==> config.mk <==
export PLATFORM = sky130hd
export DESIGN_NAME = multi_key_handler
export DESIGN_NICKNAME = d
export VERILOG_FILES = /design/src/rtl/key_pkg.sv /design/src/rtl/key_channel.sv /design/src/rtl/multi_key_handler.sv
export SDC_FILE = /design/constraint.sdc
export NUM_CORES = 1
export LEC_CHECK = 0
export CORE_UTILIZATION = 43
export CTS_BUF_LIST = sky130_fd_sc_hd__clkbuf_4
export DETAILED_ROUTE_END_ITERATION = 10
export SYNTH_ARGS = -nofsm -noshare
export SYNTH_HDL_FRONTEND = slang
export SYNTH_HIERARCHICAL = 1
export SYNTH_SLANG_ARGS = --single-unit
==> constraint.sdc <==
create_clock -name clk -period 4.5 [get_ports clk]
set_input_delay 1.125 -clock clk [delete_from_list [all_inputs] [get_ports clk]]
set_output_delay 1.125 -clock clk [all_outputs]
set_load 0.03 [all_outputs]
==> src/rtl/key_pkg.sv <==
// Shared types and width helpers for the multi-channel key front end.
package key_pkg;

    typedef enum logic [1:0] {
        S_IDLE    = 2'd0,
        S_PRESSED = 2'd1,
        S_LONG    = 2'd2
    } key_st_t;

    // Bits needed to hold values 0..n inclusive, never less than 1.
    function automatic int cnt_w(input int n);
        int w;
        w = $clog2(n + 1);
        return (w < 1) ? 1 : w;
    endfunction

    function automatic int max2(input int a, input int b);
        return (a > b) ? a : b;
    endfunction

endpackage

==> src/rtl/key_channel.sv <==
// One key channel: 2-FF synchroniser, symmetric debounce, press/release/long tics.
// Auto-repeat in S_LONG is built only when KEY_AUTO_REPEAT_EN is defined.
//
//   state     | meaning
//   S_IDLE    | debounced key released, waiting for a press
//   S_PRESSED | key held, timing towards long_tic
//   S_LONG    | long_tic already issued; waits for release (or auto-repeats)
module key_channel
    import key_pkg::*;
#(
    parameter int DEBOUNCE_CYCLES = 1000000,
    parameter int LONG_CYCLES     = 50000000,
    parameter int REPEAT_CYCLES   = 10000000
) (
    input  logic clk,
    input  logic rst,
    input  logic key,
    output logic key_state,
    output logic press_tic,
    output logic release_tic,
    output logic long_tic,
    output logic repeat_tic
);

    localparam int DW = cnt_w(DEBOUNCE_CYCLES);
    localparam int HW = cnt_w(max2(LONG_CYCLES, REPEAT_CYCLES));
    localparam logic [DW-1:0] DC_LAST = DW'(DEBOUNCE_CYCLES - 1);
    localparam logic [HW-1:0] LC_LAST = HW'(LONG_CYCLES - 1);
`ifdef KEY_AUTO_REPEAT_EN
    localparam logic [HW-1:0] RC_LAST = HW'(REPEAT_CYCLES - 1);
`endif

    logic          sync1_q, sync1_d;
    logic          ks_q, ks_d;
    logic          key_state_q, key_state_d;
    logic [DW-1:0] dcnt_q, dcnt_d;
    key_st_t       state_q, state_d;
    logic [HW-1:0] hcnt_q, hcnt_d;
    logic          press_q, press_d;
    logic          release_q, release_d;
    logic          long_q, long_d;
    logic          rise, fall;
`ifdef KEY_AUTO_REPEAT_EN
    logic          repeat_q, repeat_d;
`endif

    // Debounce: the counter only runs while the synced level disagrees with key_state.
    always_comb begin
        sync1_d     = key;
        ks_d        = sync1_q;
        key_state_d = key_state_q;
        dcnt_d      = '0;
        rise        = 1'b0;
        fall        = 1'b0;
        if (ks_q != key_state_q) begin
            if (dcnt_q == DC_LAST) begin
                key_state_d = ks_q;
                rise        = ks_q;
                fall        = ~ks_q;
            end else begin
                dcnt_d = dcnt_q + 1'b1;
            end
        end
    end

    // Release takes priority over any long/repeat tic falling on the same edge.
    always_comb begin
        state_d   = state_q;
        hcnt_d    = hcnt_q;
        press_d   = rise;
        release_d = fall;
        long_d    = 1'b0;
`ifdef KEY_AUTO_REPEAT_EN
        repeat_d  = 1'b0;
`endif
        if (fall) begin
            state_d = S_IDLE;
            hcnt_d  = '0;
        end else begin
            case (state_q)
                S_IDLE: begin
                    if (rise) begin
                        state_d = S_PRESSED;
                        hcnt_d  = '0;
                    end
                end
                S_PRESSED: begin
                    if (hcnt_q == LC_LAST) begin
                        long_d  = 1'b1;
                        state_d = S_LONG;
                        hcnt_d  = '0;
                    end else begin
                        hcnt_d = hcnt_q + 1'b1;
                    end
                end
                S_LONG: begin
`ifdef KEY_AUTO_REPEAT_EN
                    if (hcnt_q == RC_LAST) begin
                        repeat_d = 1'b1;
                        hcnt_d   = '0;
                    end else begin
                        hcnt_d = hcnt_q + 1'b1;
                    end
`else
                    hcnt_d = '0;
`endif
                end
                default: begin
                    state_d = S_IDLE;
                    hcnt_d  = '0;
                end
            endcase
        end
    end

    always_ff @(posedge clk) begin
        if (rst) begin
            sync1_q     <= 1'b0;
            ks_q        <= 1'b0;
            key_state_q <= 1'b0;
            dcnt_q      <= '0;
            state_q     <= S_IDLE;
            hcnt_q      <= '0;
            press_q     <= 1'b0;
            release_q   <= 1'b0;
            long_q      <= 1'b0;
        end else begin
            sync1_q     <= sync1_d;
            ks_q        <= ks_d;
            key_state_q <= key_state_d;
            dcnt_q      <= dcnt_d;
            state_q     <= state_d;
            hcnt_q      <= hcnt_d;
            press_q     <= press_d;
            release_q   <= release_d;
            long_q      <= long_d;
        end
    end

`ifdef KEY_AUTO_REPEAT_EN
    always_ff @(posedge clk) begin
        if (rst) begin
            repeat_q <= 1'b0;
        end else begin
            repeat_q <= repeat_d;
        end
    end
    assign repeat_tic = repeat_q;
`else
    assign repeat_tic = 1'b0;
`endif

    assign key_state   = key_state_q;
    assign press_tic   = press_q;
    assign release_tic = release_q;
    assign long_tic    = long_q;

endmodule

==> src/rtl/multi_key_handler.sv <==
// N independent push-button channels, each a key_channel slice.
// Define KEY_AUTO_REPEAT_EN to enable auto-repeat tics while a key is held past long_tic.
module multi_key_handler
    import key_pkg::*;
#(
    parameter int N_KEYS          = 4,
    parameter int DEBOUNCE_CYCLES = 1000000,
    parameter int LONG_CYCLES     = 50000000,
    parameter int REPEAT_CYCLES   = 10000000
) (
    input  logic              clk,
    input  logic              rst,
    input  logic [N_KEYS-1:0] key,
    output logic [N_KEYS-1:0] key_state,
    output logic [N_KEYS-1:0] press_tic,
    output logic [N_KEYS-1:0] release_tic,
    output logic [N_KEYS-1:0] long_tic,
    output logic [N_KEYS-1:0] repeat_tic
);

    if (N_KEYS < 1) begin : g_bad_n_keys
        $error("multi_key_handler: N_KEYS must be >= 1");
    end
    if (DEBOUNCE_CYCLES < 1) begin : g_bad_debounce
        $error("multi_key_handler: DEBOUNCE_CYCLES must be >= 1");
    end
    if (LONG_CYCLES < 1) begin : g_bad_long
        $error("multi_key_handler: LONG_CYCLES must be >= 1");
    end
    if (REPEAT_CYCLES < 1) begin : g_bad_repeat
        $error("multi_key_handler: REPEAT_CYCLES must be >= 1");
    end

    for (genvar i = 0; i < N_KEYS; i++) begin : g_ch
        key_channel #(
            .DEBOUNCE_CYCLES (DEBOUNCE_CYCLES),
            .LONG_CYCLES     (LONG_CYCLES),
            .REPEAT_CYCLES   (REPEAT_CYCLES)
        ) u_ch (
            .clk         (clk),
            .rst         (rst),
            .key         (key[i]),
            .key_state   (key_state[i]),
            .press_tic   (press_tic[i]),
            .release_tic (release_tic[i]),
            .long_tic    (long_tic[i]),
            .repeat_tic  (repeat_tic[i])
        );
    end

endmodule

[Word level (Yosys, flattened, before mapping)]
Index checks and enable logic that the tools add are counted.
W data, S select, Z words.
Cells by class
  bitwise gates (word level): 16
  mux-type cells: 44
  add/subtract/negate cells: 8
  equality and inequality tests: 28
  reduce and logical (&&, ||, !) cells: 24
Operator list (count)
  $mux W26: 8
  $pmux W26 S2: 4
  $add A26 B1 Y26 const B: 4
  $eq A26 B26 Y1 const B: 4
  $add A20 B1 Y20 const B: 4
  $eq A20 B20 Y1 const B: 4
  $pmux W2 S3: 4
  $reduce_or A3 Y1: 8
  $mux W1: 20
  $mux W2: 8
  $ne A2 B1 Y1 const B: 8
  $not A1 Y1: 16
  $reduce_and A3 Y1: 4
  $eq A2 B1 Y1 const B: 4
  $eq A2 B2 Y1 const B: 4
  $logic_not A2 Y1: 4
  $reduce_and A2 Y1: 4
  $reduce_or A2 Y1: 4
  $ne A1 B1 Y1: 4
Storage, ports and cells
  output and inout port bits: 20
  input bits: 6
  register bits: 216
  word-level logic and storage cells: 156

[Logic depth before layout (Yosys ltp)]
Gate-level depths: netlist (run 1).
  depth after elaboration: 5
  gate-level depth with buffers: 8
  mapped depth without buffers: 6

[Cells and area by module]
The synthesis (run 1) kept the hierarchy.
Modules (own cells, without submodules)
  key_channel at g_ch[1].u_ch ...: area each 2544.9 um^2, cells each 308, instances 2, sequential area each 1081.0 um^2
  key_channel at g_ch[0].u_ch: area each 2600.0 um^2, cells each 309, instances 1, sequential area each 1081.0 um^2
  key_channel at g_ch[3].u_ch: area each 2546.2 um^2, cells each 303, instances 1, sequential area each 1081.0 um^2

[Least setup slack after synthesis (run 1)]
Ideal clock, no wire load.
  path kind: reg2reg
  start point: register g_ch[3].u_ch.dcnt_q[11]
  end point: register g_ch[3].u_ch.hcnt_q[11]
  library setup time: 0.070 ns
  data required time: 4.430 ns
  buffers on the path: 1
  setup slack: 2.374 ns
  period minus slack after synthesis: 2.126 ns
  cell stages (with the launch flop): 7
  data arrival time: 2.056 ns
  cells stage by stage: dfxtp_1 or4_4 nor4_4 a311oi_1 buf_2 or4_1 a21oi_1
On the way
  cells in the longest elaborated chain, start to end: 4
  elaborated cells on any way between the ends: 7
  those cells by class: 2 x eq/ne; 4 x mux; 1 x reduce/logical
RTL lines
  from (decl): RTL line key_channel.sv:36  | logic [DW-1:0] dcnt_q, dcnt_d;
  from (signal assigned): RTL line key_channel.sv:131  | dcnt_q <= dcnt_d;
  $eq A20 B20 Y1 *: RTL line key_channel.sv:56  | if (dcnt_q == DC_LAST) begin
  $mux W1: RTL line key_channel.sv:56
  $mux W1: RTL line key_channel.sv:55  | if (ks_q != key_state_q) begin
  $ne A2 B1 Y1 (no source line) / $reduce_or A2 Y1 (equally long branches)
  to (signal assigned): RTL line key_channel.sv:133  | hcnt_q <= hcnt_d;
  to (decl): RTL line key_channel.sv:38  | logic [HW-1:0] hcnt_q, hcnt_d;
Mark *: on every way between the ends. The rest lies on a longest branch, timed or not.
A chain may end at the register's enable or synchronous reset.

[Worst setup path in the final report (run 1)]
  start point: register g_ch[3].u_ch.key_state_q
  end point: output key_state[3]
RTL lines
  from (decl): RTL line key_channel.sv:35  | logic key_state_q, key_state_d;
  from (signal assigned): RTL line key_channel.sv:130  | key_state_q <= key_state_d;
  to (decl): RTL line multi_key_handler.sv:14  | output logic [N_KEYS-1:0] key_state,
No word-level cell between the ends.

==> results.sh, run 1 <==
export IMPL_syn_area_um2=10200
export IMPL_rows=56
export IMPL_met2_usage=0.279
export IMPL_hold_viol_final=0
export IMPL_switching_share=0.238
export IMPL_maxCapViolations=0
export IMPL_critPathBufInv=1
export IMPL_synth_cells=1228
export IMPL_path_delay_family="buffers and inverters"
export IMPL_path_class="flop to output port"
export IMPL_drc=0
export IMPL_synth_net_count=1242
export IMPL_synth_seq_area_share=0.422
export IMPL_post_cts_resized=0
export IMPL_cts_made_buffers=58
export IMPL_synth_top_cell_area_share=0.422
export IMPL_htree_levels=2
export IMPL_fp_dieH_um=156
export IMPL_synth_cell_types=64
export IMPL_synth_most_common_cell="dfxtp_1"
export IMPL_yosys_warnings=6
export IMPL_grt_usage=0.180
export IMPL_cp_slowest_stage_delay_ns=0.71
export IMPL_grtUsageMet3=0.0399
export IMPL_busiest_layer="met2"
export IMPL_setup_tns_ns=0
export IMPL_ys_seq_elements=216
export IMPL_yosys_area_top_type="dfxtp_1"
export IMPL_cellPowerDensity_nw_per_um2=315
export IMPL_placed_area_um2=10700
export IMPL_nets=1286
export IMPL_detail_route_antenna_nets=0
export IMPL_finalCritPeriodShare=0.653
export IMPL_crit_required_ns=3.38
export IMPL_grt_overflow_total=0
export IMPL_ios=26
export IMPL_postCtsSetupBuffers=0
export IMPL_net_switching_power_mw=0.856
export IMPL_drtIter0Drc=450
export IMPL_finalSetupViolCount=0
export IMPL_slew_headroom=0.303
export IMPL_drv_slew=0
export IMPL_avgViaCountPerCell=5.43
export IMPL_fin_skew_ns=0.0272
export IMPL_antenna_found_initial=1
export IMPL_grt_setup_unrepaired="no"
export IMPL_clockBufferDepth=3
export IMPL_seq_power_share=0.533
export IMPL_grt_max_degree=44
export IMPL_intPower_mw=2.74
export IMPL_cts_tree="built"
export IMPL_use_met1=0.246
export IMPL_startpoint_type="flop"
export IMPL_cp_end_kind="output port"
export IMPL_wl_per_cell_um=13.3
export IMPL_clock_sinks=216
export IMPL_max_freq_mhz=340
export IMPL_fillers=2361
export IMPL_pre_cts_ws_ns=1.11
export IMPL_worstMarginPinSlew_ns=1.04
export IMPL_critical_path_max_fanout=6
export IMPL_start_util=0.437
export IMPL_dieArea_um2=24400
export IMPL_path_cells="clkdlybuf4s50_1"
export IMPL_fin_crit_ns=2.94
export IMPL_die_w_um=156
export IMPL_synth_area_per_cell_um2=8.34
export IMPL_clock_power_share=0.453
export IMPL_syn_to_final_growth_pct=11.6
export IMPL_synth_edf_count=0
export IMPL_drive_gt1_frac=0.0941
export IMPL_status="finished clean"
export IMPL_leakage_nw=3.37
export IMPL_clk_pin_slew_ns=0.07
export IMPL_ir_drop_v=0.000180
export IMPL_num_vias=8888
export IMPL_synth_top_cells_by_area="dfxtp_1 (42%), nor2_1 (5.0%), a21oi_1 (4.7%)"
export IMPL_insertion_delay_ns=0.67
export IMPL_drtPass1Iterations=5
export IMPL_worstPathArrival_ns=1.81
export IMPL_clockRootBuffer="clkbuf_4"
export IMPL_wirelength_um=21800
export IMPL_hold_path_class="flop to flop"
export IMPL_whs_ns=0.433
export IMPL_combPwrFrac=0.014
export IMPL_io_buffer_count=21
export IMPL_crit_path_top_delay_cell="clkdlybuf4s50_1"
export IMPL_ctsHoldBuffers=0
export IMPL_grt_pass1_wl_um=37100
export IMPL_timing_final_ws_setup_ns=1.56
export IMPL_core_area_um2=23400
export IMPL_synthArstFlopShare=0
export IMPL_grt_pass1_vias=7952
export IMPL_synthFlopType="dfxtp_1"
export IMPL_dp_hpwl_um=14100
export IMPL_synthTopCellsByCount="dfxtp_1 (216), nor2_1 (136), nand2_1 (125)"
export IMPL_design_area_um2=11400
export IMPL_finalWeightedCongestion=0.813
[layer usage]
metal  part of all wire  vias to the layer above
li1                   -                     4606
met1               0.51                     4131
met2               0.43                      117
met3              0.039                       34
met4              0.016                        0
met5                  0                        -
[cell families (layout without fill, tap and decap cells)]
family,after synthesis,count (layout),synth area share
xor+xnor,75,75,0.0642
mux,2,2,0.00208
compound gates,239,239,0.150
buf+inv,79,169,0.0329
flops,216,216,0.422
fa+ha+maj,8,8,0.00978
simple gates,605,605,0.317
other cells,4,5,0.00147
[cell type report]
cell class / instances / area, µm² / share of cell area
Multi-Input combinational cell: 933 / 5590 / 0.490
Sequential cell: 216 / 4320 / 0.379
Clock buffer: 79 / 593 / 0.0519
Tap cell: 319 / 399 / 0.0350
Timing Repair Buffer: 30 / 278 / 0.0243
Inverter: 33 / 124 / 0.0108
Clock inverter: 27 / 106 / 0.00931
Antenna cell: 1 / 2.50 / 0.000219
[final timing paths]
kind | end | cells after the start | slack [ns] | startpoint
max | key_state[3] | 1 | 1.56 | g_ch[3].u_ch/key_state
min reg2reg | g_ch[2].u_ch/ks_q | 1 | 0.43 | g_ch[2].u_ch/ks_d
max reg2reg | g_ch[3].u_ch/hcnt_q[24] | 6 | 1.73 | g_ch[3].u_ch/dcnt_q[11]
min | g_ch[2].u_ch/ks_q | 1 | 0.43 | g_ch[2].u_ch/ks_d
[registers in the layout, summed over array words and instances (netlist names)]
name                   flops
g_ch.u_ch/dcnt_q          80
g_ch.u_ch/press_tic        4
g_ch.u_ch/ks_d             4
g_ch.u_ch/release_tic      4
g_ch.u_ch/state_q          8
g_ch.u_ch/key_state        4
g_ch.u_ch/ks_q             4
g_ch.u_ch/hcnt_q         104
g_ch.u_ch/long_tic         4
[cell usage in the layout (no fill, tap or decap), types with 16 or more instances in the layout]
| cell type | synthesis | final |
|---|---|---|
| clkbuf_4 | 0 | 79 |
| nand2_1 | 125 | 125 |
| o21ai_0 | 49 | 49 |
| a21oi_1 | 96 | 96 |
| and4_1 | 16 | 16 |
| nor2_1 | 136 | 136 |
| inv_1 | 33 | 33 |
| and3_1 | 20 | 20 |
| or3_1 | 42 | 42 |
| nor4_1 | 16 | 16 |
| clkinv_1 | 0 | 23 |
| nand4_1 | 54 | 54 |
| xor2_1 | 44 | 44 |
| clkdlybuf4s50_1 | 0 | 21 |
| xnor2_1 | 31 | 31 |
| nand3_1 | 57 | 57 |
| nor3_1 | 33 | 33 |
| dfxtp_1 | 216 | 216 |
| o31ai_1 | 28 | 28 |
| or4_1 | 33 | 33 |
[power groups by stage]
stage	Clock (mW)	Sequential [mW]	Combinational [mW]
final	1.63	1.92	0.0498
after global routing	1.82	1.92	0.0551
after CTS	1.71	1.92	0.0509
after detailed placement	0	1.96	0.0507
after global placement	0	1.96	0.0508
after floorplan	0	1.96	0.0372
[per-stage QoR]
step,power [mW],cells,utilization
after floorplan,2.00,1228,-
after global placement,2.01,1531,0.458
after detailed placement,2.01,1531,0.458
after CTS,3.68,1637,0.488
after global routing,3.79,1638,0.488
final,3.60,1638,0.488
No activity file was read; power rests on OpenSTA's default activity.
==> run 2: changes to the inputs <==
==> constraint.sdc (replaced) <==
create_clock -name clk -period 2.4 [get_ports clk]
set_input_delay 0.6 -clock clk [delete_from_list [all_inputs] [get_ports clk]]
set_output_delay 0.6 -clock clk [all_outputs]
set_load 0.03 [all_outputs]
==> run 2 against run 1 <==
Against the previous run:
- cell area up 5.1%
- largest cell class unchanged
- first-iteration DRC count up 24%
- sequential share of layout area down 1.8 points
- sequential power up 87%
- largest power group unchanged
==> results.sh, run 2 (synthesis gave the netlist of run 1 again) <==
export IMPL_status="finished clean"
export IMPL_clockBufferDepth=3
export IMPL_wirelength_um=22600
export IMPL_cellPowerDensity_nw_per_um2=571
export IMPL_finalSetupViolCount=0
export IMPL_finalCritPeriodShare=0.967
export IMPL_finalPower_mw=6.85
export IMPL_critical_path_max_fanout=17
export IMPL_cp_end_kind="flop"
export IMPL_placed_area_um2=11100
export IMPL_hold_path_class="flop to flop"
export IMPL_cts_tree="built"
export IMPL_wl_per_cell_um=13.3
export IMPL_start_util=0.437
export IMPL_fin_crit_ns=2.32
export IMPL_avgViaCountPerCell=5.40
export IMPL_die_w_um=156
export IMPL_mostFrequentLayoutCells="dfxtp_1 (215), nor2_1 (136), nand2_1 (124), a21oi_1 (95), clkbuf_4 (79)"
export IMPL_max_freq_mhz=431
export IMPL_fillers=2298
export IMPL_drc=0
export IMPL_critPathBufInv=1
export IMPL_io_buffer_count=21
export IMPL_path_cells="or4_4, nor4_4, buf_4, a311oi_4, or4_1, a21oi_1"
export IMPL_top_register="g_ch.u_ch/hcnt_q"
export IMPL_drv_slew=0
export IMPL_top_regs="g_ch.u_ch/hcnt_q x104, g_ch.u_ch/dcnt_q x80, g_ch.u_ch/state_q x8"
export IMPL_cts_made_buffers=58
export IMPL_grt_max_degree=44
export IMPL_crit_path_top_delay_cell="or4_1"
export IMPL_ios=26
export IMPL_leakage_nw=3.75
export IMPL_clockRootBuffer="clkbuf_4"
export IMPL_path_delay_family="simple AND/OR/NAND/NOR gates"
export IMPL_insertion_delay_ns=0.68
export IMPL_startpoint_type="flop"
export IMPL_grt_pass1_wl_um=37900
export IMPL_fp_dieH_um=156
export IMPL_grt_pass1_vias=8324
export IMPL_dp_hpwl_um=14600
export IMPL_design_area_um2=12000
export IMPL_dieArea_um2=24400
export IMPL_num_vias=9158
export IMPL_layout_commonest_cell="dfxtp_1"
export IMPL_ir_drop_v=0.000305
export IMPL_drive_gt1_frac=0.142
export IMPL_rows=56
export IMPL_grt_overflow_total=0
export IMPL_final_util=0.513
export IMPL_detail_route_antenna_nets=0
export IMPL_syn_to_final_growth_pct=17.3
export IMPL_antenna_found_initial=1
export IMPL_largest_register_ffs=104
export IMPL_slew_headroom=0.422
export IMPL_grt_usage=0.184
export IMPL_finalWeightedCongestion=0.801
export IMPL_ctsHoldBuffers=0
export IMPL_worstMarginPinSlew_ns=0.868
export IMPL_worstPathArrival_ns=2.89
export IMPL_path_class="flop to flop"
export IMPL_drtIter0Drc=556
export IMPL_nets=1351
export IMPL_clk_pin_slew_ns=0.06
export IMPL_maxCapViolations=0
export IMPL_fin_skew_ns=0.0479
export IMPL_clock_sinks=216
export IMPL_cp_slowest_stage_delay_ns=0.56
export IMPL_htree_levels=2
export IMPL_seqCellArea_um2=4330
export IMPL_hold_viol_final=0
export IMPL_drtPass1Iterations=5
export IMPL_multi_input_area_um2=5650
export IMPL_crit_required_ns=2.97
export IMPL_core_area_um2=23400
## run 2: where the power goes
part	total (mW)	switching (mW)	internal, mW
clock network	3.13	1.51	1.62
registers	3.60	0.00453	3.59
logic	0.122	0.0786	0.0431
## run 2: final cells by class
cell class	count	share of cell area
clock inverters	21	0.00917
repair buffers	93	0.0667
well taps	319	0.0332
flip-flops and latches	216	0.360
clock buffers	79	0.0494
multi-input cells	935	0.471
diodes	1	0.000208
inverters	33	0.0103
## run 2: metrics by stage
| stage | setup TNS [ns] | hold slack, ns | setup slack [ns] | instances |
|---|---|---|---|---|
| after floorplan | 0 | 0.414 | 0.274 | 1228 |
| after global placement | 0 | 0.418 | 0.104 | 1580 |
| after detailed placement | 0 | 0.423 | 0.0346 | 1580 |
| after CTS | 0 | 0.410 | 0.0199 | 1680 |
| after global routing | -0.000594 | 0.434 | -0.000594 | 1697 |
| final | 0 | 0.437 | 0.0801 | 1697 |
## run 2: metal layers
layer	global-route usage	part of all wire
met5	0	0
met4	0.0691	0.018
met3	0.0371	0.037
met2	0.297	0.46
met1	0.241	0.49
## run 2: repair_timing
action | 4_1_cts | 5_1_grt
endpoints found under the setup margin | 4 | 42
gates resized for setup | 4 | 6
setup buffers | 0 | 13
pin swaps | 0 | 8
cloned | 0 | 3
## run 2: final timing paths
check / startpoint / slack [ns] / cells past startpoint / to
worst max register to register: g_ch[3].u_ch/dcnt_q[10] / 0.08 / 6 / g_ch[3].u_ch/hcnt_q[24]
worst min-delay path: g_ch[2].u_ch/ks_d / 0.44 / 1 / g_ch[2].u_ch/ks_q
worst max-delay path: g_ch[3].u_ch/dcnt_q[10] / 0.08 / 6 / g_ch[3].u_ch/hcnt_q[24]
worst min register to register: g_ch[2].u_ch/ks_d / 0.44 / 1 / g_ch[2].u_ch/ks_q
==> run 3: changes to the inputs <==
--- a/config.mk
+++ b/config.mk
@@ -5,6 +5,8 @@
 export SDC_FILE = /design/constraint.sdc
 export NUM_CORES = 1
 export LEC_CHECK = 0
+export CORE_ASPECT_RATIO = 1.75
+export CORE_MARGIN = 3
 export CORE_UTILIZATION = 43
 export CTS_BUF_LIST = sky130_fd_sc_hd__clkbuf_4
 export DETAILED_ROUTE_END_ITERATION = 10
==> run 3 against run 2 <==
Against the previous run:
- die area increased by 5.5%
- count of clock-buffer cells in the layout is 8 lower
- sequential power barely moved
- clock power down 9.6%
- combinational power is essentially flat
- final cell count decreased by 1.9%
- total power fell by 4.4%
- cell area down 1.2%
==> results.sh, run 3 (synthesis gave the netlist of run 1 again) <==
export IMPL_rows=74
export IMPL_postCtsSetupBuffers=0
export IMPL_cp_end_kind="flop"
export IMPL_cts_made_buffers=53
export IMPL_insertion_delay_ns=0.68
export IMPL_ios=26
export IMPL_path_class="flop to flop"
export IMPL_finalCritPeriodShare=0.956
export IMPL_grt_setup_unrepaired="no"
export IMPL_grt_pass1_vias=8875
export IMPL_design_area_um2=11900
export IMPL_maxCapViolations=0
export IMPL_io_buffer_count=21
export IMPL_use_met1=0.197
export IMPL_finalWeightedCongestion=0.813
export IMPL_leakage_nw=3.71
export IMPL_busiest_layer="met2"
export IMPL_startpoint_type="flop"
export IMPL_placed_area_um2=11300
export IMPL_cellPowerDensity_nw_per_um2=552
export IMPL_wirelength_um=23800
export IMPL_antenna_found_initial=1
export IMPL_die_w_um=123
export IMPL_top_regs="g_ch.u_ch/hcnt_q x104, g_ch.u_ch/dcnt_q x80, g_ch.u_ch/state_q x8"
export IMPL_avgViaCountPerCell=5.56
export IMPL_slew_headroom=0.367
export IMPL_clock_sinks=216
export IMPL_largest_register_ffs=104
export IMPL_drive_gt1_frac=0.135
export IMPL_core_area_um2=23400
export IMPL_mostFrequentLayoutCells="dfxtp_1 (216), nor2_1 (136), nand2_1 (125), a21oi_1 (96), clkbuf_4 (71)"
export IMPL_dp_hpwl_um=16900
export IMPL_hold_path_class="flop to flop"
export IMPL_critical_path_max_fanout=43
export IMPL_grt_overflow_total=0
export IMPL_hold_viol_final=0
export IMPL_drc=0
export IMPL_layout_commonest_cell="dfxtp_1"
export IMPL_fin_skew_ns=0.0248
export IMPL_top_register="g_ch.u_ch/hcnt_q"
export IMPL_syn_to_final_growth_pct=15.9
export IMPL_detail_route_antenna_nets=0
export IMPL_dieArea_um2=25800
export IMPL_nets=1343
export IMPL_clockBufferDepth=3
export IMPL_grt_usage=0.187
export IMPL_met2_usage=0.353
export IMPL_worstPathArrival_ns=2.89
export IMPL_fillers=2273
export IMPL_worstMarginPinSlew_ns=0.949
export IMPL_start_util=0.437
export IMPL_finalSetupViolCount=0
export IMPL_final_cells=1664
export IMPL_grt_max_degree=44
export IMPL_htree_levels=2
export IMPL_max_freq_mhz=436
export IMPL_drtIter0Drc=419
export IMPL_ctsHoldBuffers=0
export IMPL_drtPass1Iterations=5
export IMPL_place_inst=1578
export IMPL_setup_tns_ns=0
export IMPL_wl_per_cell_um=14.3
export IMPL_drv_slew=0
export IMPL_grt_pass1_wl_um=40300
export IMPL_num_vias=9259
export IMPL_timing_final_ws_setup_ns=0.106
export IMPL_fin_crit_ns=2.29
export IMPL_crit_required_ns=3.00
export IMPL_clk_pin_slew_ns=0.07
export IMPL_cts_tree="built"
export IMPL_status="finished clean"
export IMPL_pre_cts_ws_ns=0.0975
export IMPL_clockRootBuffer="clkbuf_4"
export IMPL_grtUsageMet3=0.0379
export IMPL_ir_drop_v=0.000331
export IMPL_fp_dieH_um=210
==> run 3: final cells by class <==
cell class,instances,area [µm²],area share
timing repair buffer,92,828,0.0698
tap,304,380,0.0321
multi-input combinational,933,5610,0.473
sequential,216,4320,0.365
clock inverter,13,58.8,0.00496
antenna,2,5.00,0.000422
clock buffer,71,533,0.0449
inverter,33,124,0.0104
==> run 3: path summary, 6_finish.rpt <==
check	slack, ns	startpoint	cells past startpoint	endpoint
setup / recovery	0.11	g_ch[0].u_ch/dcnt_q[7]	6	g_ch[0].u_ch/hcnt_q[23]
hold / removal	0.44	g_ch[1].u_ch/ks_d	1	g_ch[1].u_ch/ks_q
setup reg to reg	0.11	g_ch[0].u_ch/dcnt_q[7]	6	g_ch[0].u_ch/hcnt_q[23]
hold reg to reg	0.44	g_ch[1].u_ch/ks_d	1	g_ch[1].u_ch/ks_q
==> run 3: where the power goes <==
part / internal, mW / switching, mW / leakage [nW] / total (mW)
logic: 0.0472 / 0.0781 / 1.60 / 0.125
registers: 3.59 / 0.00442 / 1.74 / 3.60
clock network: 1.36 / 1.47 / 0.368 / 2.83
==> run 3: routing by layer <==
layer / wire [µm] / part of all wire
met5: 0 / 0
met4: 664 / 0.028
met3: 811 / 0.034
met2: 12900 / 0.54
met1: 9370 / 0.39
==> run 3: timing repair <==
item / CTS / global route
pin swaps: 0 / 1
endpoints found under the setup margin: 5 / 16
resized for setup: 5 / 3
gates cloned: 0 / 0
==> run 3: through the flow <==
step / power (mW) / hold slack (ns) / util
2_1_floorplan: 3.75 / 0.414 / -
3_3_place_gp: 3.80 / 0.417 / 0.480
3_5_place_dp: 3.80 / 0.427 / 0.480
4_1_cts: 6.70 / 0.404 / 0.505
5_1_grt: 6.86 / 0.425 / 0.506
6_report: 6.55 / 0.439 / 0.506
==> run 3: worst max-delay path: stages (launching register included) <==
cell and delay (ns):
dfxtp_1 0.34, or4bb_1 0.57, nor2_1 0.27, a31oi_2 0.16, buf_12 0.20, or4_1 0.52
a21oi_1 0.14
